[src/rtl/apb_csr_pkg.sv]
// Shared definitions for the ALU CSR block and its APB requester:
// register map, CTRL/STATUS field positions and sequencing enums.
package apb_csr_pkg;

  localparam int CSR_CTRL   = 0;
  localparam int CSR_OP0    = 1;
  localparam int CSR_OP1    = 2;
  localparam int CSR_RES    = 3;
  localparam int CSR_STATUS = 4;

  localparam int CTRL_START_BIT = 0;
  localparam int CTRL_OP_BIT    = 1;
  localparam int CTRL_OP_SIZE   = 2;
  localparam int CTRL_ID_BIT    = 8;
  localparam int CTRL_ID_SIZE   = 8;

  localparam int STATUS_EMPTY_BIT = 0;

  typedef enum logic [2:0] {
    STEP_W0,
    STEP_W1,
    STEP_WC,
    STEP_POLL,
    STEP_RD
  } step_e;

  typedef enum logic [1:0] {
    P_IDLE,
    P_SETUP,
    P_ACCESS,
    P_GAP
  } pstate_e;

  typedef enum logic [1:0] {
    T_IDLE,
    T_WAIT,
    T_ISSUE,
    T_DONE
  } tstate_e;

endpackage

[src/rtl/apb_master_port.sv]
// APB transfer engine: one request becomes SETUP, ACCESS (held
// until pready) and a one-cycle GAP; a new request may start in GAP.
module apb_master_port
  import apb_csr_pkg::*;
#(
  parameter int AW = 3,
  parameter int DW = 32
) (
  input  logic          clk,
  input  logic          rst_n,
  input  logic          req,
  input  logic [AW-1:0] addr,
  input  logic          write,
  input  logic [DW-1:0] wdata,
  output logic          done,
  output logic [DW-1:0] rdata,
  output logic          err,
  output logic [AW-1:0] paddr,
  output logic          psel,
  output logic          penable,
  output logic          pwrite,
  output logic [DW-1:0] pwdata,
  input  logic [DW-1:0] prdata,
  input  logic          pready,
  input  logic          pslverr
);

  pstate_e       state_q, state_d;
  logic [AW-1:0] addr_q;
  logic          write_q;
  logic [DW-1:0] wdata_q;
  logic          accept;

  assign accept = req &&
                  (state_q == P_IDLE || state_q == P_GAP);

  // Transfer phase register
  always_ff @(posedge clk or negedge rst_n) begin
    if (!rst_n) state_q <= P_IDLE;
    else        state_q <= state_d;
  end

  // Address/direction/data held stable from SETUP through ACCESS
  always_ff @(posedge clk or negedge rst_n) begin
    if (!rst_n) begin
      addr_q  <= '0;
      write_q <= 1'b0;
      wdata_q <= '0;
    end else if (accept) begin
      addr_q  <= addr;
      write_q <= write;
      wdata_q <= wdata;
    end
  end

  // Phase sequencing
  always_comb begin
    state_d = state_q;
    unique case (state_q)
      P_IDLE,
      P_GAP:    state_d = req ? P_SETUP : P_IDLE;
      P_SETUP:  state_d = P_ACCESS;
      P_ACCESS: if (pready) state_d = P_GAP;
      default:  state_d = P_IDLE;
    endcase
  end

  // Bus strobes and completion reporting
  always_comb begin
    psel    = (state_q == P_SETUP) ||
              (state_q == P_ACCESS);
    penable = (state_q == P_ACCESS);
    done    = (state_q == P_ACCESS) && pready;
    err     = done && pslverr;
    rdata   = prdata;
    paddr   = addr_q;
    pwrite  = write_q;
    pwdata  = wdata_q;
  end

endmodule

[src/rtl/apb_alu_requester.sv]
// Command-to-APB sequencer for the ALU CSR block: writes operands and
// CTRL, polls STATUS, reads RES and returns it on a result handshake.
module apb_alu_requester
  import apb_csr_pkg::*;
#(
  parameter int REG_NUMBER     = 5,
  parameter int REG_CTRL       = CSR_CTRL,
  parameter int REG_0          = CSR_OP0,
  parameter int REG_1          = CSR_OP1,
  parameter int REG_RES        = CSR_RES,
  parameter int REG_STATUS     = CSR_STATUS,
  parameter int OPERATION_BIT  = CTRL_OP_BIT,
  parameter int OPERATION_SIZE = CTRL_OP_SIZE,
  parameter int ID_BIT         = CTRL_ID_BIT,
  parameter int ID_SIZE        = CTRL_ID_SIZE,
  parameter int DATA_SIZE      = 16,
  parameter int FIFO_OUT_WIDTH = 25,
  parameter int APB_BUS_SIZE   = 32,
  parameter int POLL_MAX       = 255
) (
  input  logic                          clk,
  input  logic                          rst_n,
  input  logic                          cmd_valid,
  output logic                          cmd_ready,
  input  logic [OPERATION_SIZE-1:0]     cmd_op,
  input  logic [ID_SIZE-1:0]            cmd_id,
  input  logic [DATA_SIZE-1:0]          cmd_data0,
  input  logic [DATA_SIZE-1:0]          cmd_data1,
  output logic                          res_valid,
  input  logic                          res_ready,
  output logic [FIFO_OUT_WIDTH-1:0]     res_data,
  output logic                          res_err,
  output logic [$clog2(REG_NUMBER)-1:0] paddr,
  output logic                          psel,
  output logic                          penable,
  output logic                          pwrite,
  output logic [APB_BUS_SIZE-1:0]       pwdata,
  input  logic [APB_BUS_SIZE-1:0]       prdata,
  input  logic                          pready,
  input  logic                          pslverr
);

  localparam int AW  = $clog2(REG_NUMBER);
  localparam int PCW = $clog2(POLL_MAX + 1);

  tstate_e                   state_q, state_d;
  step_e                     step_q, step_d;
  logic [PCW-1:0]            poll_q, poll_d;
  logic [FIFO_OUT_WIDTH-1:0] res_data_q, res_data_d;
  logic                      res_err_q, res_err_d;

  logic [OPERATION_SIZE-1:0] op_q;
  logic [ID_SIZE-1:0]        id_q;
  logic [DATA_SIZE-1:0]      d0_q, d1_q;

  logic                      prt_req;
  logic [AW-1:0]             prt_addr;
  logic                      prt_write;
  logic [APB_BUS_SIZE-1:0]   prt_wdata;
  logic                      prt_done;
  logic [APB_BUS_SIZE-1:0]   prt_rdata;
  logic                      prt_err;

  logic                      accept;
  logic                      poll_empty;
  logic                      poll_more;
  logic [APB_BUS_SIZE-1:0]   ctrl_word;
  logic                      unused_rdata;

  assign accept     = (state_q == T_IDLE) && cmd_valid;
  assign poll_empty = prt_rdata[STATUS_EMPTY_BIT];
  assign poll_more  = (int'(poll_q) + 1) < POLL_MAX;
  assign unused_rdata =
    ^prt_rdata[APB_BUS_SIZE-1:FIFO_OUT_WIDTH];

  // CTRL word: start bit plus op and id fields, all else zero
  always_comb begin
    ctrl_word = '0;
    ctrl_word[CTRL_START_BIT] = 1'b1;
    ctrl_word[OPERATION_BIT +: OPERATION_SIZE] = op_q;
    ctrl_word[ID_BIT +: ID_SIZE] = id_q;
  end

  // Sequencer state, step, poll count and result registers
  always_ff @(posedge clk or negedge rst_n) begin
    if (!rst_n) begin
      state_q    <= T_IDLE;
      step_q     <= STEP_W0;
      poll_q     <= '0;
      res_data_q <= '0;
      res_err_q  <= 1'b0;
    end else begin
      state_q    <= state_d;
      step_q     <= step_d;
      poll_q     <= poll_d;
      res_data_q <= res_data_d;
      res_err_q  <= res_err_d;
    end
  end

  // Command fields captured at the accept edge
  always_ff @(posedge clk or negedge rst_n) begin
    if (!rst_n) begin
      op_q <= '0;
      id_q <= '0;
      d0_q <= '0;
      d1_q <= '0;
    end else if (accept) begin
      op_q <= cmd_op;
      id_q <= cmd_id;
      d0_q <= cmd_data0;
      d1_q <= cmd_data1;
    end
  end

  // Step sequencing, poll decisions and result capture
  always_comb begin
    state_d    = state_q;
    step_d     = step_q;
    poll_d     = poll_q;
    res_data_d = res_data_q;
    res_err_d  = res_err_q;
    unique case (state_q)
      T_IDLE: begin
        if (cmd_valid) begin
          state_d    = T_WAIT;
          step_d     = STEP_W0;
          poll_d     = '0;
          res_data_d = '0;
          res_err_d  = 1'b0;
        end
      end
      T_ISSUE: state_d = T_WAIT;
      T_WAIT: begin
        if (prt_done && prt_err) begin
          state_d    = T_DONE;
          res_data_d = '0;
          res_err_d  = 1'b1;
        end else if (prt_done) begin
          state_d = T_ISSUE;
          unique case (step_q)
            STEP_W0: step_d = STEP_W1;
            STEP_W1: step_d = STEP_WC;
            STEP_WC: begin
              step_d = STEP_POLL;
              poll_d = '0;
            end
            STEP_POLL: begin
              if (!poll_empty) begin
                step_d = STEP_RD;
              end else if (poll_more) begin
                poll_d = poll_q + 1'b1;
              end else begin
                state_d    = T_DONE;
                res_data_d = '0;
                res_err_d  = 1'b1;
              end
            end
            STEP_RD: begin
              state_d    = T_DONE;
              res_data_d = prt_rdata[FIFO_OUT_WIDTH-1:0];
            end
            default: state_d = T_DONE;
          endcase
        end
      end
      T_DONE: if (res_ready) state_d = T_IDLE;
      default: state_d = T_IDLE;
    endcase
  end

  // Handshake outputs and the transfer request for the current step
  always_comb begin
    cmd_ready = (state_q == T_IDLE);
    res_valid = (state_q == T_DONE);
    res_data  = res_data_q;
    res_err   = res_err_q;
    prt_req   = (state_q == T_ISSUE);
    prt_addr  = AW'(REG_0);
    prt_write = 1'b1;
    prt_wdata = APB_BUS_SIZE'(d0_q);
    unique case (step_q)
      STEP_W0: begin
        prt_addr  = AW'(REG_0);
        prt_wdata = APB_BUS_SIZE'(d0_q);
      end
      STEP_W1: begin
        prt_addr  = AW'(REG_1);
        prt_wdata = APB_BUS_SIZE'(d1_q);
      end
      STEP_WC: begin
        prt_addr  = AW'(REG_CTRL);
        prt_wdata = ctrl_word;
      end
      STEP_POLL: begin
        prt_addr  = AW'(REG_STATUS);
        prt_write = 1'b0;
        prt_wdata = '0;
      end
      STEP_RD: begin
        prt_addr  = AW'(REG_RES);
        prt_write = 1'b0;
        prt_wdata = '0;
      end
      default: ;
    endcase
    if (state_q == T_IDLE) begin
      prt_req   = cmd_valid;
      prt_addr  = AW'(REG_0);
      prt_write = 1'b1;
      prt_wdata = APB_BUS_SIZE'(cmd_data0);
    end
  end

  apb_master_port #(
    .AW (AW),
    .DW (APB_BUS_SIZE)
  ) u_port (
    .clk     (clk),
    .rst_n   (rst_n),
    .req     (prt_req),
    .addr    (prt_addr),
    .write   (prt_write),
    .wdata   (prt_wdata),
    .done    (prt_done),
    .rdata   (prt_rdata),
    .err     (prt_err),
    .paddr   (paddr),
    .psel    (psel),
    .penable (penable),
    .pwrite  (pwrite),
    .pwdata  (pwdata),
    .prdata  (prdata),
    .pready  (pready),
    .pslverr (pslverr)
  );

endmodule

[config.mk]
export PLATFORM = sky130hd
export DESIGN_NAME = apb_alu_requester
export DESIGN_NICKNAME = d
export VERILOG_FILES = /design/src/rtl/apb_csr_pkg.sv /design/src/rtl/apb_master_port.sv /design/src/rtl/apb_alu_requester.sv
export SDC_FILE = /design/constraint.sdc
export NUM_CORES = 1
export LEC_CHECK = 0
export BUFFER_PORTS_ARGS = -buffer_cell sky130_fd_sc_hd__buf_2
export CAP_MARGIN = 20
export CORE_ASPECT_RATIO = 0.9
export CORE_MARGIN = 1.5
export CORE_UTILIZATION = 30
export CTS_CLUSTER_DIAMETER = 100
export CTS_CLUSTER_SIZE = 20
export DETAILED_ROUTE_END_ITERATION = 8
export GPL_ROUTABILITY_DRIVEN = 1
export HOLD_SLACK_MARGIN = 0.1
export PLACE_DENSITY_LB_ADDON = 0.2
export SETUP_SLACK_MARGIN = 0.3
export SYNTH_ARGS = -nofsm -noshare
export SYNTH_HDL_FRONTEND = slang
export SYNTH_SLANG_ARGS = --single-unit
[constraint.sdc]
create_clock -name clk -period 3.13 [get_ports clk]
set_input_delay 0.313 -clock clk [delete_from_list [all_inputs] [get_ports clk]]
set_output_delay 0.313 -clock clk [all_outputs]
set_load 0.01 [all_outputs]
[After elaboration in Yosys (flattened, before gate mapping)]
Cells that the tools add are included.
Widths: inputs -> output; s select.
Operators by class
  $add $sub $neg: 2
  equal/unequal tests: 27
  reductions and logical operators: 19
  mux-type cells: 45
  divide/modulo/power cells: 0
  multiply operators: 0
  $lt $le $gt $ge: 1
  shift-type cells: 0
  bitwise logic cells: 0
Operators with widths (count)
  $mux 25: 5
  $pmux 25 s2: 2
  $pmux 16 s3: 1
  $mux 8: 5
  $mux 32: 1
  $pmux 8 s2: 2
  $ne 3x3->1 const B: 8
  $pmux 3 s4: 2
  $reduce_and 6->1: 3
  $mux 3: 5
  $mux 1: 12
  $ne 4x4->1 const B: 3
  $mux 2: 5
  $add 8x1->9 const B: 1
  $lt 9x8->1 const B: 1
  $add 8x1->8 const B: 1
  $eq 2x2->1 const B: 4
  $pmux 2 s4: 1
  $reduce_and 7->1: 1
  $eq 3x2->1 const B: 2
  $ne 2x2->1 const B: 3
  $pmux 2 s3: 1
  $pmux 3 s2: 1
  $logic_and 1x1->1: 5
  13 further kinds: 19
Storage, ports and cells
  memories: 0
  register bits: 119
  ROM bits: 0
  logic and storage cells: 107
  RAM bits: 0
  latch bits: 0
  output and inout bits: 66
  input port bits: 80

[Depth between registers and ports, before layout]
  depth in word-level cells: 8
  depth in mapped cells: 8

[Hierarchy]
A second synthesis with hierarchy kept.
Second synthesis, totals
  cells, all modules: 464
  area, all modules: 5693.0 um^2
By module, submodules not included
  apb_alu_requester: times used 1, area each 3856.2 um^2, seq. area each 2026.9 um^2, cells an instance 344
  apb_master_port: times used 1, area each 1836.8 um^2, seq. area each 950.9 um^2, cells an instance 120

[Least setup slack after synthesis]
OpenSTA, ideal clock, no wires.
  path type: reg-to-reg
  start point: reg poll_q[0]
  end point: reg res_data_q[17], in the netlist res_data[17]
  arrival: 1.827 ns
  required time: 3.000 ns
  clock period less this slack: 1.956 ns
  slack: 1.174 ns
  cell stages (with the launch flop): 7
  path buffers: 1
  cells stage by stage: dfrtp_1 > ha_1 > xnor2_1 > o41a_1 > nor3_2 > buf_2 > o21ai_0
On the way
  cells in the longest elaborated chain, start to end: 4
RTL lines
  start, declared: RTL line apb_alu_requester.sv:48  | logic [PCW-1:0] poll_q, poll_d;
  start signal, assigned: RTL line apb_alu_requester.sv:95  | poll_q <= poll_d;
  $add 8x1->9: RTL line apb_alu_requester.sv:72  | assign poll_more = (int'(poll_q) + 1) < POLL_MAX;
  $lt 9x8->1: RTL line apb_alu_requester.sv:72
  $ne 4x4->1 (no source line)
  $reduce_and 6->1 (no source line)
  end signal, assigned: RTL line apb_alu_requester.sv:96  | res_data_q <= res_data_d;
  end, declared: RTL line apb_alu_requester.sv:49  | logic [FIFO_OUT_WIDTH-1:0] res_data_q, res_data_d;
No other way between the ends.
A chain may end at the register's enable or synchronous reset.

[Worst setup path in the final report]
  start point: reg state_q[1]
  end point: reg u_port.wdata_q[1], in the netlist u_port.pwdata[1]
On the way
  cells in the longest elaborated chain, start to end: 3
RTL lines
  start, declared: RTL line apb_alu_requester.sv:46  | tstate_e state_q, state_d;
  start signal, assigned: RTL line apb_alu_requester.sv:93  | state_q <= state_d;
  $eq 2x2->1 / $logic_not 2->1 (equally long branches): RTL line apb_alu_requester.sv:178, apb_alu_requester.sv:207
  $mux 1: RTL line apb_alu_requester.sv:207  | if (state_q == T_IDLE) begin
  $logic_and 1x1->1: RTL line apb_master_port.sv:34  | assign accept = req &&
  end signal, assigned: RTL line apb_master_port.sv:52  | wdata_q <= wdata;
  end, declared: RTL line apb_master_port.sv:31  | logic [DW-1:0] wdata_q;
Several ways; a longest one is shown, not always the timed one.

==> reports/metrics.cfg <==
[status]
status=finished clean

[worst_setup_path]
cp-start-kind=flip-flop
cp.arrival_ns=2.61
crit_end=u_port.pwdata[1]
timing.rr.start=state_q[1]
crit_start=state_q[1]
r2r_slack_ns=0.79
worstSetupPathType=reg -> reg
worstPathRequired_ns=3.39
reg2reg_to=u_port.pwdata[1]
end_kind=flip-flop
reg2reg_depth=5
cp_max_fo=20

[floorplanning]
chipWidth_um=140
die_h_um=126
initial_core_util_pct=31.0
die_area_mm2=0.0177
core_mm2=0.0164
row_count=44
ios=146

[yosys]
synth_cell_types=56
synth.area.mux_share_pct=8.37
synth_compound_area_share_pct=21.7
synth_area_leader_cell=dfrtp_1
synth_flop_cell=dfrtp_1
synth-edff-count=0
postSynthCellCount=497
yosysWarnings=0
synth_seq_cells=103
async_flop_share_pct=100
synthSimpleGateAreaFrac_pct=11.5
synth_top_family_by_area=compound AO/OA/AOI/OAI gates
synth_top_area_share_pct=50.9
synth_seq_area_share_pct=50.9
synth.area.top_cells=dfrtp_1 51%, mux2_2 7.8%, o21ai_0 7.3%
synthXorXnorAreaFrac_pct=0.864
synth_area_mm2=0.00507
avgSynthCellArea_um2=10.2
yosys.area_share.adder_pct=0.494

[sta]
fmax_ghz=0.427
hold_ws_ns=0.176
relSlewSlack_pct=39.6
finalWorstPathRequiredPeriod_ns=2.34
setup_tns_ns=0
drv_slew=0
finalCritPeriodShare_pct=74.9
setup_viol_count_final=0
rsz0062_at_grt=false
tightestPinTransition_ns=0.899
fin_worst_skew_ns=0.00470
hold_viol=0

[drt]
remaining_drc_errors=0
ant_nets=0
drt_iter0_drc=290
viasPerCell=5.08
wl_um=13600
drt_pass1_iterations=4
wire_per_inst_um=16.5
route.vias.total=4188

[final_layout]
area_delta_synth_final_pct=22.2
antenna_cells=0
drive_above_1_share_pct=31.8
ff_latch_area_mm2=0.00258
multi_input_area_mm2=0.00226
fillerInstances=1642
nNetsFinal=694

[global_routing]
grt_remaining_overflow=0
grt_use_total_pct=15.6
grt_first_pass_wirelength_um=21800
grt_pass1_vias=4181
grt_max_degree=62
met2_usage_pct=24.9
top_usage_layer=met2
grt_util_met1_pct=21.1
met3_usage_pct=4.56
antenna_found_initial=1

[cts]
path_clk_slew_ns=0.07
htree_num_levels=3
hold_buffers=1
cts_tree=done
post-cts-setup-buffer-count=0
cts.sinks=103
clock-root-buffer=clkbuf_16
clk_path_buf_depth=2
clock_latency_ns=0.35
cts-resized-gates=0
cts-buffers-inserted=9

[place]
dp_hpwl_um=9500
portBuffers=122
gp_routability_congestion=0.808

[pwr]
power.density_mw_per_mm2=927
power.total_w=0.00574
ir_drop_mv=0.359
cellLeakagePower_nw=2.79

[worst_hold_path]
hold_class=in -> reg

[job]
drv_cap=0

[flip-flops by register name, indices dropped and copies added (netlist names)]
name and count:
id_q 8, u_port.pwrite 1, poll_q 8, step_q 3, op_q 2, res_err 1, res_data 25, u_port.paddr 3
d0_q 16, u_port.state_q 2, u_port.pwdata 16, state_q 2, d1_q 16
[cell type report]
cell class	instances	share of cell area [%]
flip-flops and latches	103	41.6
multi-input cells	347	36.4
repair buffers	136	12.0
clock buffers	14	4.26
well taps	207	4.18
inverters	15	0.909
clock inverters	2	0.626
[where the power goes]
| part | switching [W] | leakage, nW | internal, W | total (W) |
|---|---|---|---|---|
| clock network | 0.000494 | 0.147 | 0.000667 | 0.00116 |
| registers | 0.000399 | 1.31 | 0.00193 | 0.00232 |
| logic | 0.00126 | 1.34 | 0.000994 | 0.00226 |
| total | 0.00215 | 2.79 | 0.00359 | 0.00574 |
[through the flow]
stage          cells  utilization (%)  area, µm²  setup WS (ns)
3_3_place_gp     806             35.9       5860          0.810
5_1_grt          824             37.9       6190          0.562
6_report         824             37.9       6190          0.787
3_5_place_dp     806             35.9       5860          0.710
4_1_cts          823             37.8       6180          0.713
2_1_floorplan    512                -       5120           1.17
[worst min path at each step]
stage | startpoint | end | slack, ns | cells after the start
floorplan | rst_n | d0_q[0] | 0.02 | 0
global placement | rst_n | res_data[5] | 0.35 | 1
detailed placement | rst_n | res_data[5] | 0.35 | 1
CTS | cmd_id[3] | id_q[3] | 0.16 | 3
global route | cmd_id[3] | id_q[3] | 0.16 | 3
finish | cmd_id[3] | id_q[3] | 0.18 | 3
[critical path, stage by stage (launching register included)]
cell	delay [ns]
dfrtp_1	0.63
nor2_1	0.49
nand2_1	0.15
nor2_1	0.65
a22oi_1	0.19
o21ai_0	0.13
[cells by family after synthesis]
kind of cell / Yosys count
AOI/OAI and AO/OA: 171
and+or+nand+nor: 115
DFF: 103
buffers and inverters: 62
muxes: 38
xor gates and xnor gates: 5
adders and majority gates: 2
other: 1
[layout by cell type, fill, tap and decap left out, types with 3 or more instances in the layout]
master     Yosys  routed
o31ai_1        5       5
inv_1         15      15
nor4_1         4       4
a221o_1        6       6
nand3_1        3       3
a22o_1         3       3
mux2_2        35      35
conb_1         1      16
a22oi_1       10      10
o21ai_1        5       4
a21oi_1       26      26
a32oi_1       25      25
buf_4         17      12
buf_2         11     121
xnor2_1        5       5
mux2i_1        3       3
nand2_1       60      60
nor2_1        10      10
nor2b_1        6       6
nand2b_1      12      12
clkbuf_16      0       9
dfrtp_1      103     103
clkbuf_1      19       3
o21ai_0       74      73
[Yosys cell counts (6+ instances only)]
master and count:
nor2_1 10, dfrtp_1 103, a21oi_1 26, nand2_1 60
nor2b_1 6, a32oi_1 25, inv_1 15, buf_2 11
clkbuf_1 19, buf_4 17, nand2b_1 12, mux2_2 35
a22oi_1 10, o21ai_0 74, a221o_1 6
[layer usage]
metal,routed length (µm),share of wire [%]
met5,13,0.096
met4,119,0.88
met3,612,4.5
met2,6380,47
met1,6460,48
No activity file was read; power rests on OpenSTA's default activity.
